**src/rtl/ex_core_alu_pkg.sv**
```systemverilog
// Shared definitions for the ex_core ALU, its request sequencer and their benches.
// Opcode encoding and the sequencer state enum live here so every user agrees.
package ex_core_alu_pkg;

    localparam int ALU_OP_W      = 4;
    localparam int LAST_LEGAL_OP = 9;

    typedef enum logic [ALU_OP_W-1:0] {
        ADD  = 4'd0,
        SUB  = 4'd1,
        AND  = 4'd2,
        OR   = 4'd3,
        XOR  = 4'd4,
        SLL  = 4'd5,
        SRL  = 4'd6,
        SRA  = 4'd7,
        SLT  = 4'd8,
        SLTU = 4'd9
    } opcode_t;

    typedef enum logic [1:0] {
        IDLE = 2'd0,
        EXEC = 2'd1,
        RESP = 2'd2
    } ctrl_state_t;

    function automatic logic op_is_illegal(input logic [ALU_OP_W-1:0] op);
        return op > ALU_OP_W'(LAST_LEGAL_OP);
    endfunction

endpackage

```
**src/rtl/ex_core_alu_req_fifo.sv**
```systemverilog
// Synchronous request FIFO with head-of-queue read data and an occupancy count.
// Push while full and pop while empty are ignored; pointers wrap modulo DEPTH.
module ex_core_alu_req_fifo #(
    parameter int DEPTH = 4,
    parameter int WIDTH = 8
) (
    input  logic                   Clk,
    input  logic                   Rst,
    input  logic                   push,
    input  logic                   pop,
    input  logic [WIDTH-1:0]       wdata,
    output logic [WIDTH-1:0]       rdata,
    output logic                   full,
    output logic                   empty,
    output logic [$clog2(DEPTH):0] count
);

    localparam int PTR_W = $clog2(DEPTH);
    localparam int CNT_W = PTR_W + 1;

    logic [WIDTH-1:0] mem [DEPTH];
    logic [PTR_W-1:0] wr_ptr;
    logic [PTR_W-1:0] rd_ptr;
    logic             do_push;
    logic             do_pop;

    assign full    = (count == CNT_W'(DEPTH));
    assign empty   = (count == '0);
    assign do_push = push && !full;
    assign do_pop  = pop && !empty;
    assign rdata   = mem[rd_ptr];

    // Storage needs no reset: entries are only visible between the pointers.
    always_ff @(posedge Clk) begin
        if (do_push) begin
            mem[wr_ptr] <= wdata;
        end
    end

    always_ff @(posedge Clk or posedge Rst) begin
        if (Rst) begin
            wr_ptr <= '0;
            rd_ptr <= '0;
            count  <= '0;
        end else begin
            if (do_push) begin
                wr_ptr <= wr_ptr + PTR_W'(1);
            end
            if (do_pop) begin
                rd_ptr <= rd_ptr + PTR_W'(1);
            end
            case ({do_push, do_pop})
                2'b10:   count <= count + CNT_W'(1);
                2'b01:   count <= count - CNT_W'(1);
                default: count <= count;
            endcase
        end
    end

endmodule

```
**src/rtl/ex_core_alu_ctrl.sv**
```systemverilog
// Initiator-side sequencer for the combinational ex_core ALU: queues tagged requests,
// runs them one at a time through registered ALU inputs and returns in-order responses.
module ex_core_alu_ctrl
    import ex_core_alu_pkg::*;
#(
    parameter int DEPTH = 4,
    parameter int TAG_W = 4,
    parameter int CNT_W = 16
) (
    input  logic                Clk,
    input  logic                Rst,
    input  logic                req_valid,
    output logic                req_ready,
    input  logic [31:0]         req_op1,
    input  logic [31:0]         req_op2,
    input  logic [ALU_OP_W-1:0] req_op,
    input  logic [TAG_W-1:0]    req_tag,
    output logic [31:0]         alu_operand1,
    output logic [31:0]         alu_operand2,
    output logic [ALU_OP_W-1:0] alu_op,
    input  logic [31:0]         alu_result,
    input  logic                alu_zero,
    output logic                rsp_valid,
    input  logic                rsp_ready,
    output logic [31:0]         rsp_result,
    output logic                rsp_zero,
    output logic                rsp_err,
    output logic [TAG_W-1:0]    rsp_tag,
    output logic                busy,
    output logic [CNT_W-1:0]    done_cnt
);

    localparam int REQ_W  = TAG_W + ALU_OP_W + 64;
    localparam int FCNT_W = $clog2(DEPTH) + 1;

    ctrl_state_t          state;
    logic [REQ_W-1:0]     fifo_wdata;
    logic [REQ_W-1:0]     fifo_rdata;
    logic [FCNT_W-1:0]    fifo_count;
    logic                 fifo_full;
    logic                 fifo_empty;
    logic                 fifo_pop;
    logic [TAG_W-1:0]     head_tag;
    logic [ALU_OP_W-1:0]  head_op;
    logic [31:0]          head_op1;
    logic [31:0]          head_op2;
    logic                 head_illegal;
    logic                 err_r;
    logic [TAG_W-1:0]     tag_r;

    // Ready depends only on the registered occupancy, never on the response side.
    assign req_ready  = (fifo_count != FCNT_W'(DEPTH));
    assign fifo_wdata = {req_tag, req_op, req_op1, req_op2};
    assign fifo_pop   = (state == IDLE) && !fifo_empty;
    assign {head_tag, head_op, head_op1, head_op2} = fifo_rdata;
    assign head_illegal = op_is_illegal(head_op);
    assign busy = (state != IDLE) || (fifo_count != '0);

    ex_core_alu_req_fifo #(
        .DEPTH (DEPTH),
        .WIDTH (REQ_W)
    ) u_req_fifo (
        .Clk   (Clk),
        .Rst   (Rst),
        .push  (req_valid && req_ready),
        .pop   (fifo_pop),
        .wdata (fifo_wdata),
        .rdata (fifo_rdata),
        .full  (fifo_full),
        .empty (fifo_empty),
        .count (fifo_count)
    );

    always_ff @(posedge Clk or posedge Rst) begin
        if (Rst) begin
            state        <= IDLE;
            alu_operand1 <= '0;
            alu_operand2 <= '0;
            alu_op       <= '0;
            err_r        <= 1'b0;
            tag_r        <= '0;
            rsp_valid    <= 1'b0;
            rsp_result   <= '0;
            rsp_zero     <= 1'b0;
            rsp_err      <= 1'b0;
            rsp_tag      <= '0;
            done_cnt     <= '0;
        end else begin
            case (state)
                IDLE: begin
                    if (!fifo_empty) begin
                        alu_operand1 <= head_op1;
                        alu_operand2 <= head_op2;
                        // An illegal opcode still drives a defined op into the ALU.
                        alu_op       <= head_illegal ? ADD : head_op;
                        err_r        <= head_illegal;
                        tag_r        <= head_tag;
                        state        <= EXEC;
                    end
                end
                EXEC: begin
                    rsp_result <= err_r ? 32'd0 : alu_result;
                    rsp_zero   <= err_r ? 1'b0 : alu_zero;
                    rsp_err    <= err_r;
                    rsp_tag    <= tag_r;
                    rsp_valid  <= 1'b1;
                    state      <= RESP;
                end
                RESP: begin
                    if (rsp_ready) begin
                        rsp_valid <= 1'b0;
                        done_cnt  <= done_cnt + CNT_W'(1);
                        state     <= IDLE;
                    end
                end
                default: state <= IDLE;
            endcase
        end
    end

endmodule
```
**config.mk**
```make
export PLATFORM = sky130hd
export DESIGN_NAME = ex_core_alu_ctrl
export DESIGN_NICKNAME = d
export VERILOG_FILES = /design/src/rtl/ex_core_alu_pkg.sv /design/src/rtl/ex_core_alu_req_fifo.sv /design/src/rtl/ex_core_alu_ctrl.sv
export SDC_FILE = /design/constraint.sdc
export NUM_CORES = 1
export LEC_CHECK = 0
export BUFFER_PORTS_ARGS = -buffer_cell sky130_fd_sc_hd__buf_2
export CORE_UTILIZATION = 35
export CTS_CLUSTER_DIAMETER = 30
export DETAILED_ROUTE_END_ITERATION = 12
export GPL_ROUTABILITY_DRIVEN = 0
export PLACE_DENSITY = 0.61
export RECOVER_POWER = 100
export SETUP_SLACK_MARGIN = 0.4
export SLEW_MARGIN = 40
export SYNTH_ARGS = -nofsm -noshare
export SYNTH_HDL_FRONTEND = slang
export SYNTH_SLANG_ARGS = --single-unit
```
**constraint.sdc**
```tcl
create_clock -name Clk -period 3.9 [get_ports Clk]
set_input_delay 0.195 -clock Clk [delete_from_list [all_inputs] [get_ports Clk]]
set_output_delay 0.195 -clock Clk [all_outputs]
set_load 0.01 [all_outputs]
```
==> results of run 1 <==
## report_power, final
group / leakage [uW] / total [uW] / switching (uW) / internal, uW
Clock: 0.00163 / 8240 / 2560 / 5680
Sequential: 0.00435 / 6910 / 723 / 6180
Combinational: 0.00248 / 4340 / 2540 / 1800
## timing repair
item | 4_1_cts | 5_1_grt
hold buffers | 107 | 0
hold endpoints to repair | 461 | 0
buffers inserted | 0 | 0
## state kept, by name, summed over array words and instances (netlist names)
name,cells
u_req_fifo.wr_ptr,2
tag_r,4
rsp_valid,1
alu_operand1,32
u_req_fifo.count,3
state,2
alu_op,4
alu_operand2,32
err_r,1
rsp_result,32
u_req_fifo.rd_ptr,2
rsp_tag,4
u_req_fifo.mem,288
done_cnt,16
rsp_err,1
rsp_zero,1
## cells in the mapped netlist
cell type                    n  area (sq um)
sky130_fd_sc_hd__buf_2      19          95.1
sky130_fd_sc_hd__xor2_1      7          61.3
sky130_fd_sc_hd__inv_2       1          3.75
sky130_fd_sc_hd__nand2b_1   38           238
sky130_fd_sc_hd__nand4_2     1          12.5
sky130_fd_sc_hd__nand2_1   250           938
sky130_fd_sc_hd__nor2_1      7          26.3
sky130_fd_sc_hd__o31ai_1     1          7.51
sky130_fd_sc_hd__o21ai_0    35           175
sky130_fd_sc_hd__mux2_2      8          90.1
sky130_fd_sc_hd__mux4_2     70          1580
sky130_fd_sc_hd__buf_4       4          30.0
sky130_fd_sc_hd__a21oi_1     2          10.0
sky130_fd_sc_hd__and3_1      6          37.5
sky130_fd_sc_hd__ha_1        6          75.1
sky130_fd_sc_hd__mux4_1      2          52.6
sky130_fd_sc_hd__clkbuf_1    9          33.8
sky130_fd_sc_hd__and2_1      1          6.26
sky130_fd_sc_hd__nor4_4      2          42.5
sky130_fd_sc_hd__dfrtp_1   137          3430
sky130_fd_sc_hd__o21ai_2     2          17.5
sky130_fd_sc_hd__o21ai_1     1          5.00
sky130_fd_sc_hd__or2_1       1          6.26
sky130_fd_sc_hd__nor3_1      1          5.00
sky130_fd_sc_hd__fa_1        1          20.0
sky130_fd_sc_hd__nand3_1     9          45.0
sky130_fd_sc_hd__xnor2_1    14           123
sky130_fd_sc_hd__buf_6       8          90.1
sky130_fd_sc_hd__nand4_1     2          12.5
sky130_fd_sc_hd__buf_1       3          11.3
sky130_fd_sc_hd__inv_1       8          30.0
sky130_fd_sc_hd__nand3b_4    1          20.0
sky130_fd_sc_hd__edfxtp_1  288          8650
## logic make-up (layout without fill, tap and decap cells)
kind of cell	count (synthesis)	after routing
buf+inv	52	543
simple gates	319	319
compound gates	41	41
xor+xnor	21	21
other cells	0	3
fa+ha+maj	7	7
flops	425	425
mux	80	80
## critical path, stage by stage (launching register included)
cell and delay [ps]:
sky130_fd_sc_hd__dfrtp_1 430, sky130_fd_sc_hd__nor2_1 70, sky130_fd_sc_hd__nand2_1 160, sky130_fd_sc_hd__and3_4 560, sky130_fd_sc_hd__clkbuf_1 1200
## path summary, 6_finish.rpt
path / start / endpoint / cells after the start
setup / recovery: u_req_fifo.count[0] / u_req_fifo.mem[1][41] / 4
hold / removal: req_valid / u_req_fifo.wr_ptr[0] / 3
setup reg to reg: u_req_fifo.count[0] / u_req_fifo.mem[1][41] / 4
hold reg to reg: tag_r[0] / tag_r[0] / 2
max in group asynchronous: Rst / u_req_fifo.rd_ptr[0] / 4
min in group asynchronous: Rst / done_cnt[14] / 4
## placed cells by master, fill, tap and decap left out, types with 35 or more instances in the layout
master | netlist | routed
sky130_fd_sc_hd__buf_2 | 19 | 35
sky130_fd_sc_hd__clkbuf_1 | 9 | 218
sky130_fd_sc_hd__clkbuf_16 | 0 | 96
sky130_fd_sc_hd__dfrtp_1 | 137 | 134
sky130_fd_sc_hd__dlygate4sd3_1 | 0 | 107
sky130_fd_sc_hd__edfxtp_1 | 288 | 288
sky130_fd_sc_hd__mux4_2 | 70 | 70
sky130_fd_sc_hd__nand2_1 | 250 | 250
sky130_fd_sc_hd__nand2b_1 | 38 | 37
sky130_fd_sc_hd__o21ai_0 | 35 | 37
## area by class of cell
cell class | instances | area, sq um
Sequential cell | 425 | 12100
Clock buffer | 123 | 2610
Inverter | 9 | 38.8
Multi-Input combinational cell | 468 | 3580
Antenna cell | 3 | 7.51
Timing Repair Buffer | 356 | 2130
Tap cell | 592 | 741
Clock inverter | 55 | 782
Fill cell | 3836 | 22600
## metrics by stage
stage	setup slack, ps	utilization
floorplan	1070	-
global placement	1780	0.399
detailed placement	1760	0.399
CTS	1750	0.500
global route	843	0.493
finish	1060	0.493
## layer usage
layer | share of wire | track usage
met1 | 0.43 | 0.199
met2 | 0.48 | 0.253
met4 | 0.027 | 0.0622
met5 | 0 | 0
met3 | 0.063 | 0.0461
==> out/summary.md, run 1 <==
The placed cell count was 1,742. The number of violations of the max-capacitance limit was 4. Yosys printed 0 warnings. Part of the Yosys area used for sequential elements: 0.756. Setup repair after global routing left no endpoint under its margin. After routing, the total negative slack on setup checks comes to 0 ps. The XOR/XNOR share of the synthesized area works out to 0.0115.

The critical path class was reg2reg. The synthesized design contains 425 register bits. For the total standard cell area after synthesis, the log shows 16,000 sq um.

For the hold violation count in the final report, the log shows 0. Dividing the detail-routed wire length by the instance count gives 17.6 um. Largest fanout of any net on the critical path: 28.

Worst-case vdd ir drop: 0.000483 V. The run finished, with violations left. The post-layout total power was 19,500 uW; the TritonCTS sink count was 425.

The total number of vias is 9,374. The die span in y was 216 um; the largest net degree at the start of global routing was 138. The run gives 1,061 as the synthesized net count.

The fraction of layout instances using a drive strength above 1 was 0.208; the final count of pins violating max slew was 180. After detailed routing, the number of vias per cell comes to 4.62. The worst setup path is launched from a register.

The netlist uses 33 different library cells. After detailed routing, the total wire length is 35.8 mm. The tools report the number of antenna violations at the first check in global routing as 2. The multiplexer fraction of the synthesized cell area was 0.108. The tools report the first-pass GRT wire length as 55.7 mm.

The number of levels the H-tree was split into is 3. After synthesis, the largest family of logic cells by area is multiplexers. For this run, the detailed router's first-pass iteration total came to 6. Final hold analysis gives a worst-case slack of 96.4 ps. The clock transition at the registers of the reported paths was 40 ps; the cell count after synthesis was 945. The logs give 0 for the total setup violations reported at the end of the flow and 19.8 mm for the detailed placement HPWL.

The logs give 0.157 for the total global-route track usage and 626 for the number of DRC markers in iteration 0. In this run the mean area of a mapped cell was 16.9 sq um. Simple logic cell fraction of the synthesized area: 0.0870. For the arrival time at the worst endpoint, the log shows 3040 ps. Post-synthesis adder-cell area fraction: 0.00595. The compound-cell area share of the yosys netlist came out at 0.0135. The tools report the CTS root buffer as sky130_fd_sc_hd__clkbuf_16. For the pin with the worst max-slew slack, the measured transition is 1910 ps.

The later pin in the worst-skew pair is clocked with a latency of 620 ps. The tools report the post-detailed-route count of antenna-violating nets as 0. Power density of the placed cells: 887 nW/um^2. For the worst setup path, the data required time is 4100 ps. The number of rows in the core area is 77, and the effective utilization at floorplan is 0.358. The tools report the DRC violations left as 0. For this run, the top clock speed supported by timing is 352 MHz. The tools report the post-route standard cell area excluding fillers as 22,000 sq um. The path class of the tightest hold or removal check is in2reg. In this run the deepest clock path goes through 3 buffers. The share of the clock period used by the worst path after layout is 0.728, and the area of the core is 44,600 sq um.

The instance area after placement is 17,800 sq um, and the number of clock buffers inserted by TritonCTS is 95. TritonCTS built the clock tree. The floorplan step defined a die boundary enclosing 46,500 sq um. The worst setup path is captured at a register. Clock skew on the completed layout was measured at 26.8 ps. The static power due to leakage is 0.00846 uW, and the worst reg-to-reg setup slack is 1060 ps.

The number of global-route vias before repair was 9,883. 234 I/O pins were placed. The width of the die was 216 um; the count of input and output buffers was 233. The checks that failed: capacitance limit, slew limit. Compared with the post-synthesis result, the final layout area differs by 37.6%.

At the end of the flow, the number of nets in the layout was 1,471. The total grt overflow is 0, and the number of standard cells in the final layout excluding fillers is 2,031. The relative slew slack was -0.273; the post-cts resize count was 0. After layout, the minimum clock period comes to 2840 ps.
Note: power is estimated with default switching activity, not from simulation.
==> inputs of run 2 (changes only) <==
- PLACE_DENSITY: 0.61 -> 0.59
- clock period: 3.9 -> 2.8 ns (I/O delays scaled with it)
==> run 2 against run 1 <==
The run still ends with capacitance limit, slew limit left. Hold slack better by 240 ps. Routed wire length rose by 0.44%. Final area shrank 0.43%. Clock power is 32% higher. Worst setup slack worse by 620 ps. First-iteration DRC count decreased by 12%. Combinational power increased by 43%. Critical path type unchanged. Critical endpoint is now u_req_fifo.mem[0][12]. Largest cell class unchanged.
==> out/summary.md, run 2 (same netlist as run 1, synthesis figures left out) <==
Family of cells with the greatest summed delay on the critical path: buffers and inverters. The relative slew slack came out at -0.154 (+0.120). The count of TritonRoute iterations in the first routing pass is 4 (-2), and the count of hold buffers inserted by post-cts repair is 108 (+0.93%). Arrival time at the worst endpoint: 2580 ps (-460 ps).

Number of rows in the core area: 77 (unchanged). The width of the die was 216 um (unchanged). The share of the core filled with cells in the final layout was 0.491 (-0.00213). For the number of clock buffers inserted by TritonCTS, the log shows 93 (-2.1%). The worst-case vdd ir drop was 0.000671 V (+39%); the first-pass GRT wire length was 55.9 mm (+0.27%).

The count of input and output buffers is 233 (unchanged), and the routed length per instance is 17.7 um (+0.34%). The largest net degree at the start of global routing is 138 (unchanged), and the filler cell count is 3,858 (+0.57%). The die span in y was 216 um (unchanged). For the post-detailed-route count of antenna-violating nets, the log shows 0 (unchanged). The endpoint required time on the critical path is 3020 ps (-1080 ps), and the clock latency on the worst-skew pair is 610 ps (about the same). The detailed placement HPWL was 19.6 mm (-1.2%); the sequential cell area was 12,100 sq um (unchanged). The logs give 0 (unchanged) for the total setup violations reported at the end of the flow and 0.158 (+0.00101) for the total global-route track usage. Highest-delay cell along the critical path: sky130_fd_sc_hd__clkbuf_2.

The tools report the final count of pins violating max slew as 55 (-69%). Actual transition at the worst max-transition pin: 1730 ps (-179 ps). The logs give 44,600 sq um (unchanged) for the area of the core and 424 MHz (+20%) for the maximum operating frequency.

Sort of element at the start of the critical path: a register. Traced cell by cell, the critical path runs through nor2_1, nand2_1, and3_4, clkbuf_2. Post-CTS setup buffer count: 0 (unchanged).

The share of the clock period used by the worst path after layout is 0.843 (+0.114), and the number of global-route vias before repair is 9,951 (+0.69%). The number of antenna violations at the first check in global routing was 3 (+1). The fraction of layout instances using a drive strength above 1 came out at 0.205 (-0.00321).

The total number of vias was 9,313 (-0.65%). The critical path in this run is classified as reg2reg. The tree is rooted in a sky130_fd_sc_hd__clkbuf_16. The run gives 0 (unchanged) as the total grt overflow. The floorplan die area is 46,500 sq um (unchanged). The run gives 1 (-3) as the number of violations of the max-capacitance limit. The clock skew after layout is 30.3 ps (+3.49 ps), and the vias per cell is 4.58 (-0.75%). The post-route minimum period works out to 2360 ps (-481 ps). The tools report the total number of nets in the final design as 1,474 (+0.20%). The worst hold path class is in2reg. The power density of the placed cells was 1220 nW/um^2 (+37%); the post-cts resize count was 0 (unchanged). The flip-flop count of the largest register, all copies and words added was 288 (unchanged); the total wirelength of the detailed-routed design was 35.9 mm (+0.44%).

The most frequent standard cell in the layout excluding fill and tap cells is sky130_fd_sc_hd__edfxtp_1. The flow ran to the end, but the final reports show violations. The effective utilization at floorplan is 0.358 (unchanged). The clock tree buffer depth came out at 3 (unchanged). The top register by number of flip-flops is u_req_fifo.mem.

Setup repair after global routing left no endpoint under its margin. The tools report the number of primary I/O pins as 234 (unchanged). The worst setup path is captured at a register.

The largest fanout of any net on the critical path came out at 30 (+7.1%). For the number of levels the H-tree was split into, the log shows 3 (unchanged). The top cell types in the final layout, fill and taps aside, are sky130_fd_sc_hd__edfxtp_1 (288), sky130_fd_sc_hd__nand2_1 (250), sky130_fd_sc_hd__clkbuf_1 (211). The static power due to leakage is 0.00842 uW (-0.45%), and the worst stage delay on the critical path is 810 ps (-390 ps). The checks that failed: capacitance limit, slew limit. TritonCTS built the clock tree. The tools report the number of DRC markers in iteration 0 as 548 (-12%).

From synthesis to final layout, the design area changed by 37.0%. The tools report the DRC violations left as 0 (unchanged). The clock transition at the registers of the reported paths came out at 50 ps (about the same).

For the area of combinational cells with multiple inputs, the log shows 3570 sq um (-0.17%). The tools report the TritonCTS sink count as 425 (unchanged). The summed negative setup slack over all endpoints was 0 ps (unchanged); the hold violation count in the final report was 0 (unchanged). The buffering stage count on the worst path with inverters included is 1 (unchanged).
-- run 2: final timing paths --
check | start | end | slack, ps | cells after the start
min | req_op2[15] | u_req_fifo.mem[1][15] | 340 | 2
max in group asynchronous | Rst | u_req_fifo.rd_ptr[0] | 830 | 4
max reg2reg | u_req_fifo.count[0] | u_req_fifo.mem[0][12] | 440 | 4
min in group asynchronous | Rst | done_cnt[13] | 680 | 4
min reg2reg | alu_operand2[3] | alu_operand2[3] | 470 | 2
max | u_req_fifo.count[0] | u_req_fifo.mem[0][12] | 440 | 4
-- run 2: layer usage --
metal,GRT usage,wire (um)
met5,0,13
met3,0.0507,2450
met1,0.195,15100
met2,0.258,17500
met4,0.0589,827
-- run 2: cell type report --
class / instances / area share
Multi-Input combinational cell: 468 / 0.163
Tap cell: 592 / 0.0339
Timing Repair Buffer: 361 / 0.101
Clock inverter: 67 / 0.0349
Clock buffer: 109 / 0.113
Antenna cell: 2 / 0.000229
Sequential cell: 425 / 0.552
Inverter: 9 / 0.00177
-- run 2: through the flow --
step	setup slack [ps]	instance area, sq um	hold WS, ps	cells	total power (uW)
after floorplan	624	16000	239	945	13800
after global placement	718	17900	354	1746	16000
after detailed placement	686	17900	357	1746	16200
after CTS	689	22300	239	2030	27400
after global routing	279	21900	308	2033	28100
final	440	21900	339	2033	26600
-- run 2: where the power goes --
| group | total [uW] | internal (uW) | leakage [uW] | switching, uW |
|---|---|---|---|---|
| clock network | 10900 | 7380 | 0.00154 | 3570 |
| registers | 9490 | 8610 | 0.00435 | 882 |
| logic | 6200 | 2530 | 0.00253 | 3670 |
-- run 2: worst register-to-register path, stage by stage, from the launching register on --
cell	delay (ps)
sky130_fd_sc_hd__dfrtp_1	430
sky130_fd_sc_hd__nor2_1	70
sky130_fd_sc_hd__nand2_1	150
sky130_fd_sc_hd__and3_4	500
sky130_fd_sc_hd__clkbuf_2	810
